## src/rtl/wbm_byte_bridge_if.sv

```systemverilog
// Bundles the byte-stream and Wishbone master signals of wbm_byte_bridge.
// Signal names carry the bridge's point of view (_i = into the bridge).
//
// Handshakes: a byte moves on a rising clock edge where valid and ready are
// both high. The sender holds data stable while valid is high and ready is
// low. The sender never waits for ready before raising valid. Wishbone is
// classic single-cycle: the master holds cyc/stb until it samples ack or err.
`timescale 1ns/1ps
interface wbm_byte_bridge_if #(
    parameter int BUS_DATA_WIDTH = 32,
    parameter int BUS_ADDR_WIDTH = 8
);
    logic [7:0]                  rx_data_i;
    logic                        rx_valid_i;
    logic                        rx_ready_o;
    logic [7:0]                  tx_data_o;
    logic                        tx_valid_o;
    logic                        tx_ready_i;
    logic                        wbm_cyc_o;
    logic                        wbm_stb_o;
    logic                        wbm_we_o;
    logic [BUS_DATA_WIDTH/8-1:0] wbm_sel_o;
    logic [BUS_ADDR_WIDTH-1:0]   wbm_adr_o;
    logic [BUS_DATA_WIDTH-1:0]   wbm_dat_o;
    logic [BUS_DATA_WIDTH-1:0]   wbm_dat_i;
    logic                        wbm_ack_i;
    logic                        wbm_err_i;

    modport master (
        input  rx_data_i, rx_valid_i, tx_ready_i, wbm_dat_i, wbm_ack_i, wbm_err_i,
        output rx_ready_o, tx_data_o, tx_valid_o,
        output wbm_cyc_o, wbm_stb_o, wbm_we_o, wbm_sel_o, wbm_adr_o, wbm_dat_o
    );

    modport slave (
        output rx_data_i, rx_valid_i, tx_ready_i, wbm_dat_i, wbm_ack_i, wbm_err_i,
        input  rx_ready_o, tx_data_o, tx_valid_o,
        input  wbm_cyc_o, wbm_stb_o, wbm_we_o, wbm_sel_o, wbm_adr_o, wbm_dat_o
    );
endinterface

```

## src/rtl/wbm_byte_bridge.sv

```systemverilog
// Byte-stream to Wishbone master bridge.
// Commands: 'W' (0x57) + addr + data, or 'R' (0x52) + addr, fields sent MSB first.
// It replies 0x06 (ok) or 0x15 (fail). An ok read is followed by its data bytes.
// Only one transaction is in flight at a time.
// Optional macro WBM_TIMEOUT_EN: abort a bus cycle after TIMEOUT_CYCLES without ack/err.
`timescale 1ns/1ps
module wbm_byte_bridge #(
    parameter int BUS_DATA_WIDTH = 32,
    parameter int BUS_ADDR_WIDTH = 8,
    parameter int TIMEOUT_CYCLES = 255
) (
    input  logic                 wb_clk_i,
    input  logic                 wb_rst_n_i,
    wbm_byte_bridge_if.master    bus,
    output logic                 busy_o,
    output logic [2:0]           dbg_state_o
);
    localparam int DAT_BYTES = BUS_DATA_WIDTH / 8;
    localparam int ADR_BYTES = (BUS_ADDR_WIDTH + 7) / 8;
    localparam int ADR_SH_W  = ADR_BYTES * 8;

    localparam logic [7:0] OP_WR   = 8'h57;
    localparam logic [7:0] OP_RD   = 8'h52;
    localparam logic [7:0] ST_OK   = 8'h06;
    localparam logic [7:0] ST_FAIL = 8'h15;

    typedef enum logic [2:0] {
        S_IDLE    = 3'd0,
        S_GET_ADR = 3'd1,
        S_GET_DAT = 3'd2,
        S_BUS_REQ = 3'd3,
        S_BUS_END = 3'd4,
        S_TX_STAT = 3'd5,
        S_TX_DAT  = 3'd6
    } state_t;

    state_t                      r_state;
    state_t                      w_next;
    logic                        r_we;
    logic [ADR_SH_W-1:0]         r_adr;
    logic [BUS_DATA_WIDTH-1:0]   r_dat;
    logic [3:0]                  r_cnt;
    logic [7:0]                  r_stat;

    logic w_rx_fire;
    logic w_tx_fire;
    logic w_adr_last;
    logic w_dat_last;
    logic w_tmo_hit;
    logic w_bus_done;

    assign w_rx_fire  = bus.rx_valid_i & bus.rx_ready_o;
    assign w_tx_fire  = bus.tx_valid_o & bus.tx_ready_i;
    assign w_adr_last = (r_cnt == 4'(ADR_BYTES - 1));
    assign w_dat_last = (r_cnt == 4'(DAT_BYTES - 1));
    assign w_bus_done = bus.wbm_ack_i | bus.wbm_err_i | w_tmo_hit;

`ifdef WBM_TIMEOUT_EN
    localparam int TMO_W = $clog2(TIMEOUT_CYCLES + 1);
    logic [TMO_W-1:0] r_tmo;

    // Count cycles spent in BUS_REQ; cleared elsewhere so every entry starts at zero.
    always_ff @(posedge wb_clk_i or negedge wb_rst_n_i) begin
        if (!wb_rst_n_i)               r_tmo <= '0;
        else if (r_state == S_BUS_REQ) r_tmo <= r_tmo + 1'b1;
        else                           r_tmo <= '0;
    end

    assign w_tmo_hit = (r_state == S_BUS_REQ) && (r_tmo == TMO_W'(TIMEOUT_CYCLES - 1));
`else
    // Never fires: without the timeout the bus wait is unbounded.
    assign w_tmo_hit = (TIMEOUT_CYCLES < 0);
`endif

    // Next-state and handshake/strobe outputs.
    always_comb begin
        w_next         = r_state;
        bus.rx_ready_o = 1'b0;
        bus.tx_valid_o = 1'b0;
        bus.wbm_cyc_o  = 1'b0;
        bus.wbm_stb_o  = 1'b0;
        case (r_state)
            S_IDLE: begin
                bus.rx_ready_o = 1'b1;
                if (w_rx_fire) begin
                    if (bus.rx_data_i == OP_WR || bus.rx_data_i == OP_RD) w_next = S_GET_ADR;
                    else                                                    w_next = S_TX_STAT;
                end
            end
            S_GET_ADR: begin
                // The final command byte is held off while a stale ack is still high,
                // so BUS_REQ is only ever entered with ack low.
                bus.rx_ready_o = !(w_adr_last && !r_we && bus.wbm_ack_i);
                if (w_rx_fire && w_adr_last) w_next = r_we ? S_GET_DAT : S_BUS_REQ;
            end
            S_GET_DAT: begin
                bus.rx_ready_o = !(w_dat_last && bus.wbm_ack_i);
                if (w_rx_fire && w_dat_last) w_next = S_BUS_REQ;
            end
            S_BUS_REQ: begin
                bus.wbm_cyc_o = 1'b1;
                bus.wbm_stb_o = 1'b1;
                if (w_bus_done) w_next = S_BUS_END;
            end
            S_BUS_END: begin
                if (!bus.wbm_ack_i) w_next = S_TX_STAT;
            end
            S_TX_STAT: begin
                bus.tx_valid_o = 1'b1;
                if (w_tx_fire) w_next = (!r_we && r_stat == ST_OK) ? S_TX_DAT : S_IDLE;
            end
            S_TX_DAT: begin
                bus.tx_valid_o = 1'b1;
                if (w_tx_fire && w_dat_last) w_next = S_IDLE;
            end
            default: w_next = S_IDLE;
        endcase
    end

    // State register plus command/address/data/status capture.
    always_ff @(posedge wb_clk_i or negedge wb_rst_n_i) begin
        if (!wb_rst_n_i) begin
            r_state <= S_IDLE;
            r_we    <= 1'b0;
            r_adr   <= '0;
            r_dat   <= '0;
            r_cnt   <= '0;
            r_stat  <= '0;
        end else begin
            r_state <= w_next;
            case (r_state)
                S_IDLE: begin
                    if (w_rx_fire) begin
                        r_cnt <= '0;
                        if (bus.rx_data_i == OP_WR)      r_we   <= 1'b1;
                        else if (bus.rx_data_i == OP_RD) r_we   <= 1'b0;
                        else                             r_stat <= ST_FAIL;
                    end
                end
                S_GET_ADR: begin
                    if (w_rx_fire) begin
                        r_adr <= (r_adr << 8) | ADR_SH_W'(bus.rx_data_i);
                        r_cnt <= w_adr_last ? 4'd0 : r_cnt + 4'd1;
                    end
                end
                S_GET_DAT: begin
                    if (w_rx_fire) begin
                        r_dat <= (r_dat << 8) | BUS_DATA_WIDTH'(bus.rx_data_i);
                        r_cnt <= w_dat_last ? 4'd0 : r_cnt + 4'd1;
                    end
                end
                S_BUS_REQ: begin
                    if (bus.wbm_err_i) begin
                        r_stat <= ST_FAIL;
                    end else if (bus.wbm_ack_i) begin
                        r_stat <= ST_OK;
                        if (!r_we) r_dat <= bus.wbm_dat_i;
                    end else if (w_tmo_hit) begin
                        r_stat <= ST_FAIL;
                    end
                end
                S_TX_DAT: begin
                    // Read data leaves MSB first by shifting the next byte to the top.
                    if (w_tx_fire) begin
                        r_dat <= r_dat << 8;
                        r_cnt <= r_cnt + 4'd1;
                    end
                end
                default: ;
            endcase
        end
    end

    assign bus.tx_data_o = (r_state == S_TX_DAT) ? r_dat[BUS_DATA_WIDTH-1 -: 8] : r_stat;
    assign bus.wbm_we_o  = r_we;
    assign bus.wbm_sel_o = '1;
    assign bus.wbm_adr_o = r_adr[BUS_ADDR_WIDTH-1:0];
    assign bus.wbm_dat_o = r_dat;
    assign busy_o        = (r_state != S_IDLE);
    assign dbg_state_o   = r_state;
endmodule
```

## src/flat_wrapper.sv

```systemverilog
// flat-port wrapper written by rule: the top's interface ports become plain ports
module wbm_byte_bridge_flat 
#(
    parameter int BUS_DATA_WIDTH = 32,
    parameter int BUS_ADDR_WIDTH = 8,
    parameter int TIMEOUT_CYCLES = 255
)
  (wb_clk_i, wb_rst_n_i, busy_o, dbg_state_o, bus_rx_data_i, bus_rx_valid_i, bus_tx_ready_i, bus_wbm_dat_i, bus_wbm_ack_i, bus_wbm_err_i, bus_rx_ready_o, bus_tx_data_o, bus_tx_valid_o, bus_wbm_cyc_o, bus_wbm_stb_o, bus_wbm_we_o, bus_wbm_sel_o, bus_wbm_adr_o, bus_wbm_dat_o);
  wbm_byte_bridge_if #(.BUS_DATA_WIDTH(BUS_DATA_WIDTH), .BUS_ADDR_WIDTH(BUS_ADDR_WIDTH)) bus_i ();
  input  logic wb_clk_i;
  input  logic wb_rst_n_i;
  output logic busy_o;
  output logic [2:0] dbg_state_o;
  input wire logic [$bits(bus_i.rx_data_i)-1:0] bus_rx_data_i;
  input wire logic [$bits(bus_i.rx_valid_i)-1:0] bus_rx_valid_i;
  input wire logic [$bits(bus_i.tx_ready_i)-1:0] bus_tx_ready_i;
  input wire logic [$bits(bus_i.wbm_dat_i)-1:0] bus_wbm_dat_i;
  input wire logic [$bits(bus_i.wbm_ack_i)-1:0] bus_wbm_ack_i;
  input wire logic [$bits(bus_i.wbm_err_i)-1:0] bus_wbm_err_i;
  output wire logic [$bits(bus_i.rx_ready_o)-1:0] bus_rx_ready_o;
  output wire logic [$bits(bus_i.tx_data_o)-1:0] bus_tx_data_o;
  output wire logic [$bits(bus_i.tx_valid_o)-1:0] bus_tx_valid_o;
  output wire logic [$bits(bus_i.wbm_cyc_o)-1:0] bus_wbm_cyc_o;
  output wire logic [$bits(bus_i.wbm_stb_o)-1:0] bus_wbm_stb_o;
  output wire logic [$bits(bus_i.wbm_we_o)-1:0] bus_wbm_we_o;
  output wire logic [$bits(bus_i.wbm_sel_o)-1:0] bus_wbm_sel_o;
  output wire logic [$bits(bus_i.wbm_adr_o)-1:0] bus_wbm_adr_o;
  output wire logic [$bits(bus_i.wbm_dat_o)-1:0] bus_wbm_dat_o;
  assign bus_i.rx_data_i = bus_rx_data_i;
  assign bus_i.rx_valid_i = bus_rx_valid_i;
  assign bus_i.tx_ready_i = bus_tx_ready_i;
  assign bus_i.wbm_dat_i = bus_wbm_dat_i;
  assign bus_i.wbm_ack_i = bus_wbm_ack_i;
  assign bus_i.wbm_err_i = bus_wbm_err_i;
  assign bus_rx_ready_o = bus_i.rx_ready_o;
  assign bus_tx_data_o = bus_i.tx_data_o;
  assign bus_tx_valid_o = bus_i.tx_valid_o;
  assign bus_wbm_cyc_o = bus_i.wbm_cyc_o;
  assign bus_wbm_stb_o = bus_i.wbm_stb_o;
  assign bus_wbm_we_o = bus_i.wbm_we_o;
  assign bus_wbm_sel_o = bus_i.wbm_sel_o;
  assign bus_wbm_adr_o = bus_i.wbm_adr_o;
  assign bus_wbm_dat_o = bus_i.wbm_dat_o;
  wbm_byte_bridge #(.BUS_DATA_WIDTH(BUS_DATA_WIDTH), .BUS_ADDR_WIDTH(BUS_ADDR_WIDTH), .TIMEOUT_CYCLES(TIMEOUT_CYCLES)) u_core (.wb_clk_i(wb_clk_i), .wb_rst_n_i(wb_rst_n_i), .bus(bus_i), .busy_o(busy_o), .dbg_state_o(dbg_state_o));
endmodule
```

## config.mk

```make
export PLATFORM = sky130hd
export DESIGN_NAME = wbm_byte_bridge_flat
export DESIGN_NICKNAME = d
export VERILOG_FILES = /design/src/rtl/wbm_byte_bridge_if.sv /design/src/rtl/wbm_byte_bridge.sv /design/src/flat_wrapper.sv
export SDC_FILE = /design/constraint.sdc
export NUM_CORES = 1
export LEC_CHECK = 0
export CAP_MARGIN = 20
export CORE_ASPECT_RATIO = 0.8
export CORE_MARGIN = 2
export CORE_UTILIZATION = 35
export CTS_CLUSTER_DIAMETER = 120
export DETAILED_ROUTE_END_ITERATION = 12
export PLACE_DENSITY = 0.75
export SETUP_SLACK_MARGIN = 0.3
export SLEW_MARGIN = 30
export SYNTH_ARGS = -nofsm -noshare
export SYNTH_HDL_FRONTEND = slang
export SYNTH_SLANG_ARGS = --single-unit
```

## constraint.sdc

```tcl
create_clock -name wb_clk_i -period 4.3 [get_ports wb_clk_i]
set_input_delay 0.86 -clock wb_clk_i [delete_from_list [all_inputs] [get_ports wb_clk_i]]
set_output_delay 0.86 -clock wb_clk_i [all_outputs]
set_load 0.01 [all_outputs]
```

==> impl_metrics.csv, run 1 <==
group,metric,value,unit
clocking,insertion_delay,0.30,ns
synthesis,synth_area_leaders,"dfrtp_1, mux2i_1, nand2_1, mux2_2, o21ai_0",
final_layout,area_delta_synth_final,40.6,%
synthesis,syn_area,2840,um2
global_route,grtUsageTotal,17.4,%
critical_path,timing.rr.start,"u_core.dbg_state_o[2]",
synthesis,yosys_warnings,0,
power_and_ir_drop,clkPwrFrac,11.7,%
detailed_routing,vias,2541,
sta,tns,0,ns
final_layout,final_core_util,50.4,%
critical_path,r2r_end,"u_core.bus.wbm_dat_o[16]",
power_and_ir_drop,p_per_area,600,nW/um2
place,dp_hpwl,5.78,mm
final_layout,nNetsFinal,442,
floorplanning,fp.dieH,84.5,um
detailed_routing,wl_per_cell,15.0,um
floorplanning,die-width,105,um
critical_path,rr_worst_depth,5,
synthesis,synth-edff-count,0,
place,port_buffers,102,
detailed_routing,drt-vias-per-instance,5.06,
job,max_cap_violations,0,
synthesis,seq_area_frac_synth,45.0,%
sta,max_slew.worst_pin.slew,0.752,ns
sta,max_clock_freq,273,MHz
synthesis,postSynthCellCount,301,
detailed_routing,remaining_drc_errors,0,
critical_path,crit_type,"reg -> out",
critical_path,cp-start-kind,"flop",
synthesis,synth_seq_cells,51,
sta,period_minus_slack,3.67,ns
power_and_ir_drop,irDropWorstVdd,0.246,mV
sta,fin_worst_skew,0.00675,ns
floorplanning,core,7910,um2
clocking,cts_root_buffer,"clkbuf_8",
power_and_ir_drop,p_int,1470,uW
detailed_routing,drtIter0Drc,145,
synthesis,synth.avg_cell_area,9.43,um2
floorplanning,initial_core_util,35.9,%
final_layout,drive_above_1_share,8.38,%
clocking,clk_pin_slew_worst_paths,0.09,ns
critical_path,reg2reg_slack,1.79,ns
floorplanning,rows,29,
clocking,h-tree-depth,2,
global_route,globalRoute.totalOverflow,0,
power_and_ir_drop,leakagePower,0.00180,uW
critical_path,cp_max_fo,22,
synthesis,yosysTopAreaCellShare,45.0,%
global_route,grt_pass1_vias,2450,
sta,setup_violations,0,
critical_path,worstPathArrival,2.81,ns
clocking,cts_resized,0,
synthesis,synth-main-ff-cell,"dfrtp_1",
sta,fin_crit_sh,85.3,%
global_route,antenna_found_initial,0,
sta,rsz0062_at_grt,"no",
detailed_routing,drt-total-wl,7.54,mm
sta,slew_violations,0,
floorplanning,die_area,8850,um2
global_route,grt_first_pass_wirelength,12.4,mm
power_and_ir_drop,power.switching,929,uW
clocking,cts_num_sinks,51,
sta,setup_slack,0.633,ns
sta,hold-worst-slack,0.390,ns
run_status,outcome,"completed",
sta,hold_viol_final,0,
critical_path,critPathRequiredTime,3.44,ns
clocking,cts_setup_buffers,0,
global_route,grt_max_degree,44,
final_layout,num-fill-cells,741,
synthesis,synth.distinct_cells,48,
power_and_ir_drop,switching_share,38.8,%
clocking,cts_made_buffers,5,
min_path,hp-class,"in -> async",
place,place_inst,495,
synthesis,synth_top_area_cell,"dfrtp_1",
synthesis,async_flop_share,100,%
power_and_ir_drop,seqPwrFrac,36.8,%
final_layout,final_cells,502,
place,dp_slack,0.982,ns
critical_path,cp-end-kind,"output port",
clocking,cts_tree,"yes",
floorplanning,io_pins,107,
final_layout,antenna_cells,0,
detailed_routing,drtPass1Iterations,4,
detailed_routing,ant_nets,0,
power_and_ir_drop,combPwrFrac,51.5,%
clocking,clockBufferDepth,2,
place,gp_congestion,0.876,
sta,slew-limit-headroom,49.7,%
clocking,cts_hold_buf,0,
critical path: stages, from the launching register on:
cell             delay, ns
dfrtp_1               0.81
inv_1                 0.26
nor2_1                0.54
mux2_2                0.41
clkdlybuf4s50_1       0.49
flip-flops by register name, indices dropped and copies added, names as in the netlist:
| signal | cells |
|---|---|
| u_core.bus.wbm_adr_o | 8 |
| u_core.bus.wbm_dat_o | 32 |
| u_core.bus.wbm_we_o | 1 |
| u_core.dbg_state_o | 3 |
| u_core.r_cnt | 4 |
| u_core.r_stat | 3 |
layout by cell type, fill, tap and decap left out, types with 2 or more instances in the layout:
master           Yosys  final
clkdlybuf4s50_1      0    101
dfrtp_1             51     51
nand2_1             42     42
mux2i_1             24     24
o21ai_0             22     22
a21oi_1             19     19
nor2_1              19     19
o21ai_1             19     19
nor2b_1             12     12
mux2_2              10     10
inv_1                6      6
clkbuf_8             0      6
and2_1               5      5
nand2b_1             4      4
conb_1               1      4
a31o_2               3      3
a21o_1               3      3
nor3_1               3      3
nand3_1              3      3
or3_1                2      2
nor3b_2              2      2
xnor2_1              2      2
a22o_1               2      2
nand3b_1             2      2
ha_1                 2      2
buf_4                7      2
per-layer routing:
| metal | wire length (um) | vias to the layer above | track usage, % |
|---|---|---|---|
| met5 | 0 | - | 0 |
| met1 | 3530 | 1205 | 24.2 |
| li1 | - | 1230 | - |
| met2 | 3380 | 101 | 27.4 |
| met3 | 570 | 5 | 4.81 |
| met4 | 49 | 0 | 3.64 |
layout make-up:
type                    count  area (um2)  area share, %
repair buffers            104        1030           25.8
clock inverters             1        5.00          0.125
well taps                 108         135           3.39
multi-input cells         226        1440           36.0
inverters                   6        22.5          0.564
flip-flops and latches     51        1280           32.0
clock buffers               6        82.6           2.07
cells by family after synthesis:
family	synth area share (%)
XOR/XNOR	0.617
AO/OA/AOI/OAI	18.1
other	0.132
AND/OR/NAND/NOR	17.8
flip-flops	45.0
adder cells (fa/ha/maj)	0.882
multiplexers	12.4
buffers and inverters	5.07
cells in the mapped netlist (3+ instances only):
master / count
a21o_1: 3
nor2_1: 19
mux2_2: 10
inv_1: 6
buf_4: 7
a21oi_1: 19
dfrtp_1: 51
nand2b_1: 4
clkbuf_1: 3
and2_1: 5
nor3_1: 3
o21ai_0: 22
o21ai_1: 19
mux2i_1: 24
nor2b_1: 12
nand2_1: 42
a31o_2: 3
nand3_1: 3
buf_2: 10
stage by stage:
step	total power, uW	instance area [um2]
after global routing	2580	3990
after detailed placement	2130	3900
final	2390	3990
after floorplan	1540	2850
after CTS	2420	3990
after global placement	2100	3900
how the worst max path moves through the flow:
stage	from	to	slack (ns)
3_3_place_gp	u_core.dbg_state_o[2]	bus_tx_data_o[1]	1.10
5_1_grt	u_core.dbg_state_o[0]	bus_wbm_stb_o	0.45
4_1_cts	u_core.dbg_state_o[2]	bus_tx_data_o[2]	0.63
3_5_place_dp	u_core.dbg_state_o[2]	bus_tx_data_o[2]	0.98
6_report	u_core.dbg_state_o[2]	bus_tx_data_o[2]	0.63
2_1_floorplan	u_core.dbg_state_o[1]	bus_wbm_stb_o	1.95
power by group through the flow:
stage / clock network [uW] / logic, uW / registers (uW)
floorplan: 0 / 658 / 877
global placement: 0 / 1220 / 882
detailed placement: 0 / 1240 / 889
CTS: 291 / 1250 / 881
global route: 310 / 1350 / 919
finish: 280 / 1230 / 881
Note: power is estimated with default switching activity, not from simulation.
==> run 2: changes to the inputs <==
- CORE_MARGIN: 2 -> default
==> impl_metrics.csv, run 2 (same netlist as run 1, synthesis figures left out) <==
group,metric,value,unit
critical_path,worstPathArrival,2.80,ns
min_path,hp-class,"in -> async",
place,port_buffers,102,
detailed_routing,drtPass1Iterations,4,
clocking,cts_tree,"yes",
clocking,insertion_delay,0.30,ns
floorplanning,initial_core_util,37.2,%
global_route,grt_max_degree,41,
floorplanning,fp.dieH,82.5,um
global_route,globalRoute.totalOverflow,0,
sta,setup_violations,0,
detailed_routing,drt-total-wl,7.35,mm
final_layout,layout_common_cells,"clkdlybuf4s50_1, dfrtp_1, nand2_1, mux2i_1, o21ai_0",
sta,slew-limit-headroom,50.2,%
critical_path,critical_path.top_delay_family,"flip-flops",
global_route,grt_pass1_vias,2247,
power_and_ir_drop,p_int,1460,uW
power_and_ir_drop,combPwrFrac,51.9,%
detailed_routing,drtIter0Drc,130,
power_and_ir_drop,seqPwrFrac,36.6,%
clocking,clk_pin_slew_worst_paths,0.10,ns
clocking,cts_root_buffer,"clkbuf_8",
final_layout,largest_reg_flops,32,
power_and_ir_drop,switching_share,38.8,%
critical_path,cp_slowest_cell,"dfrtp_1",
global_route,grtUsageTotal,17.7,%
clocking,cts_setup_buffers,0,
critical_path,cp-start-kind,"flop",
floorplanning,die_area,8470,um2
power_and_ir_drop,irDropWorstVdd,0.250,mV
critical_path,critPathBufInv,2,
sta,max_clock_freq,273,MHz
final_layout,num-fill-cells,750,
sta,max_slew.worst_pin.slew,0.746,ns
critical_path,cp_cell_sequence,"inv_1, nor2_1, mux2_2, clkdlybuf4s50_1",
sta,fin_worst_skew,0.0102,ns
clocking,cts_made_buffers,5,
sta,rsz0062_at_grt,"no",
critical_path,crit_type,"reg -> out",
run_status,outcome,"completed",
clocking,cts_resized,0,
power_and_ir_drop,leakagePower,0.00180,uW
detailed_routing,remaining_drc_errors,0,
detailed_routing,wl_per_cell,14.7,um
detailed_routing,drt-vias-per-instance,4.97,
clocking,h-tree-depth,2,
floorplanning,io_pins,107,
place,dp_hpwl,5.61,mm
critical_path,cp-end-kind,"output port",
sta,hold-worst-slack,0.447,ns
power_and_ir_drop,p_per_area,595,nW/um2
place,gp_congestion,0.793,
sta,slew_violations,0,
place,place_inst,492,
detailed_routing,vias,2491,
final_layout,area_delta_synth_final,41.4,%
clocking,clockBufferDepth,2,
final_layout,final-seq-area,1280,um2
critical_path,cp_max_fo,22,
detailed_routing,ant_nets,0,
job,max_cap_violations,0,
sta,hold_viol_final,0,
floorplanning,core,7640,um2
sta,fin_crit_sh,85.0,%
critical_path,critPathRequiredTime,3.44,ns
floorplanning,rows,28,
power_and_ir_drop,clkPwrFrac,11.5,%
floorplanning,die-width,103,um
final_layout,final_cells,501,
clocking,cts_num_sinks,51,
final_layout,nNetsFinal,443,
sta,period_minus_slack,3.66,ns
global_route,grt_first_pass_wirelength,11.5,mm
critical_path,max_stage_delay,0.78,ns
final_layout,drive_above_1_share,8.59,%
sta,tns,0,ns
final_layout,antenna_cells,0,
power_and_ir_drop,power.switching,926,uW
global_route,antenna_found_initial,0,
final_layout,final_common_cell,"clkdlybuf4s50_1",
clocking,cts_hold_buf,0,
final_layout,multi_input_area,1440,um2
==> run 2: per-stage QoR <==
stage | setup WS [ns] | instance area (um2) | total power [uW] | utilization (%)
finish | 0.643 | 4010 | 2390 | 52.5
global route | 0.468 | 4010 | 2580 | 52.5
CTS | 0.629 | 3980 | 2410 | 52.2
detailed placement | 0.976 | 3900 | 2120 | 51.0
global placement | 1.00 | 3900 | 2090 | 51.0
floorplan | 1.95 | 2850 | 1540 | -
==> run 2: worst paths after layout <==
check,startpoint,end,slack [ns],cells past startpoint
min in group wb_clk_i,u_core.bus.wbm_dat_o[30],u_core.bus.wbm_dat_o[30],0.51,2
hold / removal,wb_rst_n_i,u_core.bus.wbm_dat_o[30],0.45,1
setup reg to reg,u_core.dbg_state_o[2],u_core.r_cnt[3],2.01,5
setup / recovery,u_core.dbg_state_o[2],bus_tx_data_o[2],0.64,4
max in group asynchronous,wb_rst_n_i,u_core.dbg_state_o[0],3.05,2
hold reg to reg,u_core.bus.wbm_dat_o[30],u_core.bus.wbm_dat_o[30],0.51,2
==> run 2: worst register-to-register path, delay by kind of cell (launching register included) <==
| family | cells | cell delay (ns) |
|---|---|---|
| AO/OA/AOI/OAI | 1 | 0.17 |
| buffers and inverters | 1 | 0.26 |
| flip-flops | 1 | 0.78 |
| AND/OR/NAND/NOR | 3 | 1.02 |
==> run 2: metal layers <==
layer | GRT usage, % | share of wire (%)
met5 | 0 | 0
met1 | 24.9 | 47
met3 | 4.21 | 6.8
met4 | 3.86 | 0.78
met2 | 27.7 | 45
==> run 2: power groups by stage <==
| stage | Sequential (uW) | Clock [uW] | Combinational (uW) |
|---|---|---|---|
| floorplan | 877 | 0 | 658 |
| global placement | 879 | 0 | 1210 |
| detailed placement | 888 | 0 | 1240 |
| CTS | 877 | 288 | 1240 |
| global route | 906 | 308 | 1360 |
| finish | 875 | 275 | 1240 |
==> run 2: area by class of cell <==
class                      instances  area share [%]
tap                              105            3.28
sequential                        51            31.8
clock buffer                       6            1.81
timing repair buffer             105            26.4
multi-input combinational        226            35.8
inverter                           6           0.561
clock inverter                     2           0.312
==> run 3: changes to the inputs <==
- ABC_CLOCK_PERIOD_IN_PS: default -> 4300
- DONT_BUFFER_PORTS: default -> 1
- PLACE_DENSITY: 0.75 -> 0.58
- SETUP_SLACK_MARGIN: 0.3 -> 0.02
==> impl_metrics.csv, run 3 (same netlist as run 1, synthesis figures left out) <==
group,metric,value,unit
run_status,outcome,"completed",
critical_path,cp-end-kind,"output port",
clocking,cts_resized,0,
clocking,clk_pin_slew_worst_paths,0.09,ns
final_layout,largest_reg_flops,32,
detailed_routing,drtIter0Drc,129,
final_layout,drive_above_1_share,10.6,%
clocking,cts_made_buffers,5,
critical_path,rr_worst_depth,5,
detailed_routing,remaining_drc_errors,0,
clocking,insertion_delay,0.29,ns
power_and_ir_drop,leakagePower,0.00140,uW
sta,hold_viol_final,0,
place,dp_hpwl,5.26,mm
sta,tns,0,ns
final_layout,final_common_cell,"dfrtp_1",
detailed_routing,drt-total-wl,7.06,mm
detailed_routing,drtPass1Iterations,4,
sta,slew-limit-headroom,43.5,%
floorplanning,io_pins,107,
sta,max_slew.worst_pin.slew,0.847,ns
detailed_routing,drt-vias-per-instance,5.34,
floorplanning,core,7640,um2
power_and_ir_drop,irDropWorstVdd,0.275,mV
power_and_ir_drop,clkPwrFrac,13.7,%
place,dp_slack,1.31,ns
min_path,hp-class,"in -> async",
clocking,cts_tree,"yes",
clocking,cts_hold_buf,0,
floorplanning,die-width,103,um
final_layout,layout_common_cells,"dfrtp_1, nand2_1, mux2i_1, o21ai_0",
place,gp_congestion,0.777,
final_layout,final_core_util,38.8,%
power_and_ir_drop,combPwrFrac,35.5,%
power_and_ir_drop,switching_share,44.3,%
final_layout,antenna_cells,0,
critical_path,cp-start-kind,"flop",
sta,fin_crit_sh,76.7,%
sta,setup_violations,0,
clocking,cts_root_buffer,"clkbuf_8",
critical_path,worstPathArrival,2.44,ns
job,max_cap_violations,0,
sta,max_clock_freq,303,MHz
clocking,cts_num_sinks,51,
power_and_ir_drop,p_int,1090,uW
detailed_routing,vias,2125,
sta,slew_violations,0,
floorplanning,die_area,8470,um2
global_route,globalRoute.totalOverflow,0,
detailed_routing,wl_per_cell,17.7,um
floorplanning,rows,28,
power_and_ir_drop,p_per_area,658,nW/um2
power_and_ir_drop,seqPwrFrac,50.8,%
critical_path,critPathRequiredTime,3.44,ns
sta,rsz0062_at_grt,"no",
critical_path,reg2reg_slack,1.88,ns
global_route,grt_pass1_vias,2010,
power_and_ir_drop,power.switching,863,uW
place,port_buffers,0,
global_route,grtUsageTotal,16.9,%
critical_path,r2r_end,"u_core.bus.wbm_dat_o[30]",
clocking,h-tree-depth,2,
critical_path,crit_type,"reg -> out",
critical_path,timing.rr.start,"u_core.dbg_state_o[2]",
floorplanning,fp.dieH,82.5,um
sta,fin_worst_skew,0.00736,ns
floorplanning,initial_core_util,37.2,%
clocking,clockBufferDepth,2,
sta,setup_slack,1.00,ns
final_layout,nNetsFinal,340,
critical_path,cp_max_fo,22,
global_route,antenna_found_initial,0,
clocking,cts_setup_buffers,0,
final_layout,area_delta_synth_final,4.45,%
sta,period_minus_slack,3.30,ns
global_route,grt_first_pass_wirelength,10.8,mm
detailed_routing,ant_nets,0,
global_route,grt_max_degree,52,
[run 3: layer usage]
layer / up-vias / GRT usage, % / part of all wire [%]
li1: 1020 / - / -
met1: 1013 / 23.3 / 46
met2: 86 / 24.5 / 44
met3: 6 / 6.99 / 9.9
met4: 0 / 3.71 / 0.89
met5: - / 0 / 0
[run 3: worst max path at each step]
stage | from | endpoint | cells past startpoint
finish | u_core.dbg_state_o[2] | bus_tx_data_o[1] | 3
detailed placement | u_core.dbg_state_o[2] | bus_tx_data_o[1] | 3
global route | u_core.dbg_state_o[2] | bus_tx_data_o[1] | 3
global placement | u_core.dbg_state_o[2] | bus_tx_data_o[2] | 3
CTS | u_core.dbg_state_o[2] | bus_tx_data_o[1] | 3
floorplan | u_core.dbg_state_o[1] | bus_wbm_stb_o | 7
[run 3: power by group through the flow]
stage	sequential (uW)	clock (uW)	combinational, uW
detailed placement	1010	0	695
floorplan	877	0	658
global route	1030	304	789
CTS	996	282	698
finish	991	266	692
global placement	999	0	683
[run 3: through the flow]
step / power [uW] / instance area (um2) / hold WS [ns] / cells
after detailed placement: 1700 / 2880 / 0.500 / 390
after global routing: 2120 / 2960 / 0.220 / 398
final: 1950 / 2960 / 0.249 / 398
after global placement: 1680 / 2880 / 0.499 / 390
after CTS: 1980 / 2960 / 0.237 / 398
after floorplan: 1540 / 2850 / 0.453 / 304
[run 3: worst max-delay path, stage by stage (launching register included)]
cell and delay, ns:
dfrtp_1 0.85, inv_1 0.29, nor2_1 0.57, mux2_2 0.44
[run 3: cell type report]
cell class                      instances  area, um2
Timing Repair Buffer                    2       15.0
Clock buffer                            7       76.3
Fill cell                             809       4670
Inverter                                6       22.5
Multi-Input combinational cell        226       1440
Clock inverter                          1       5.00
Sequential cell                        51       1280
Tap cell                              105        131
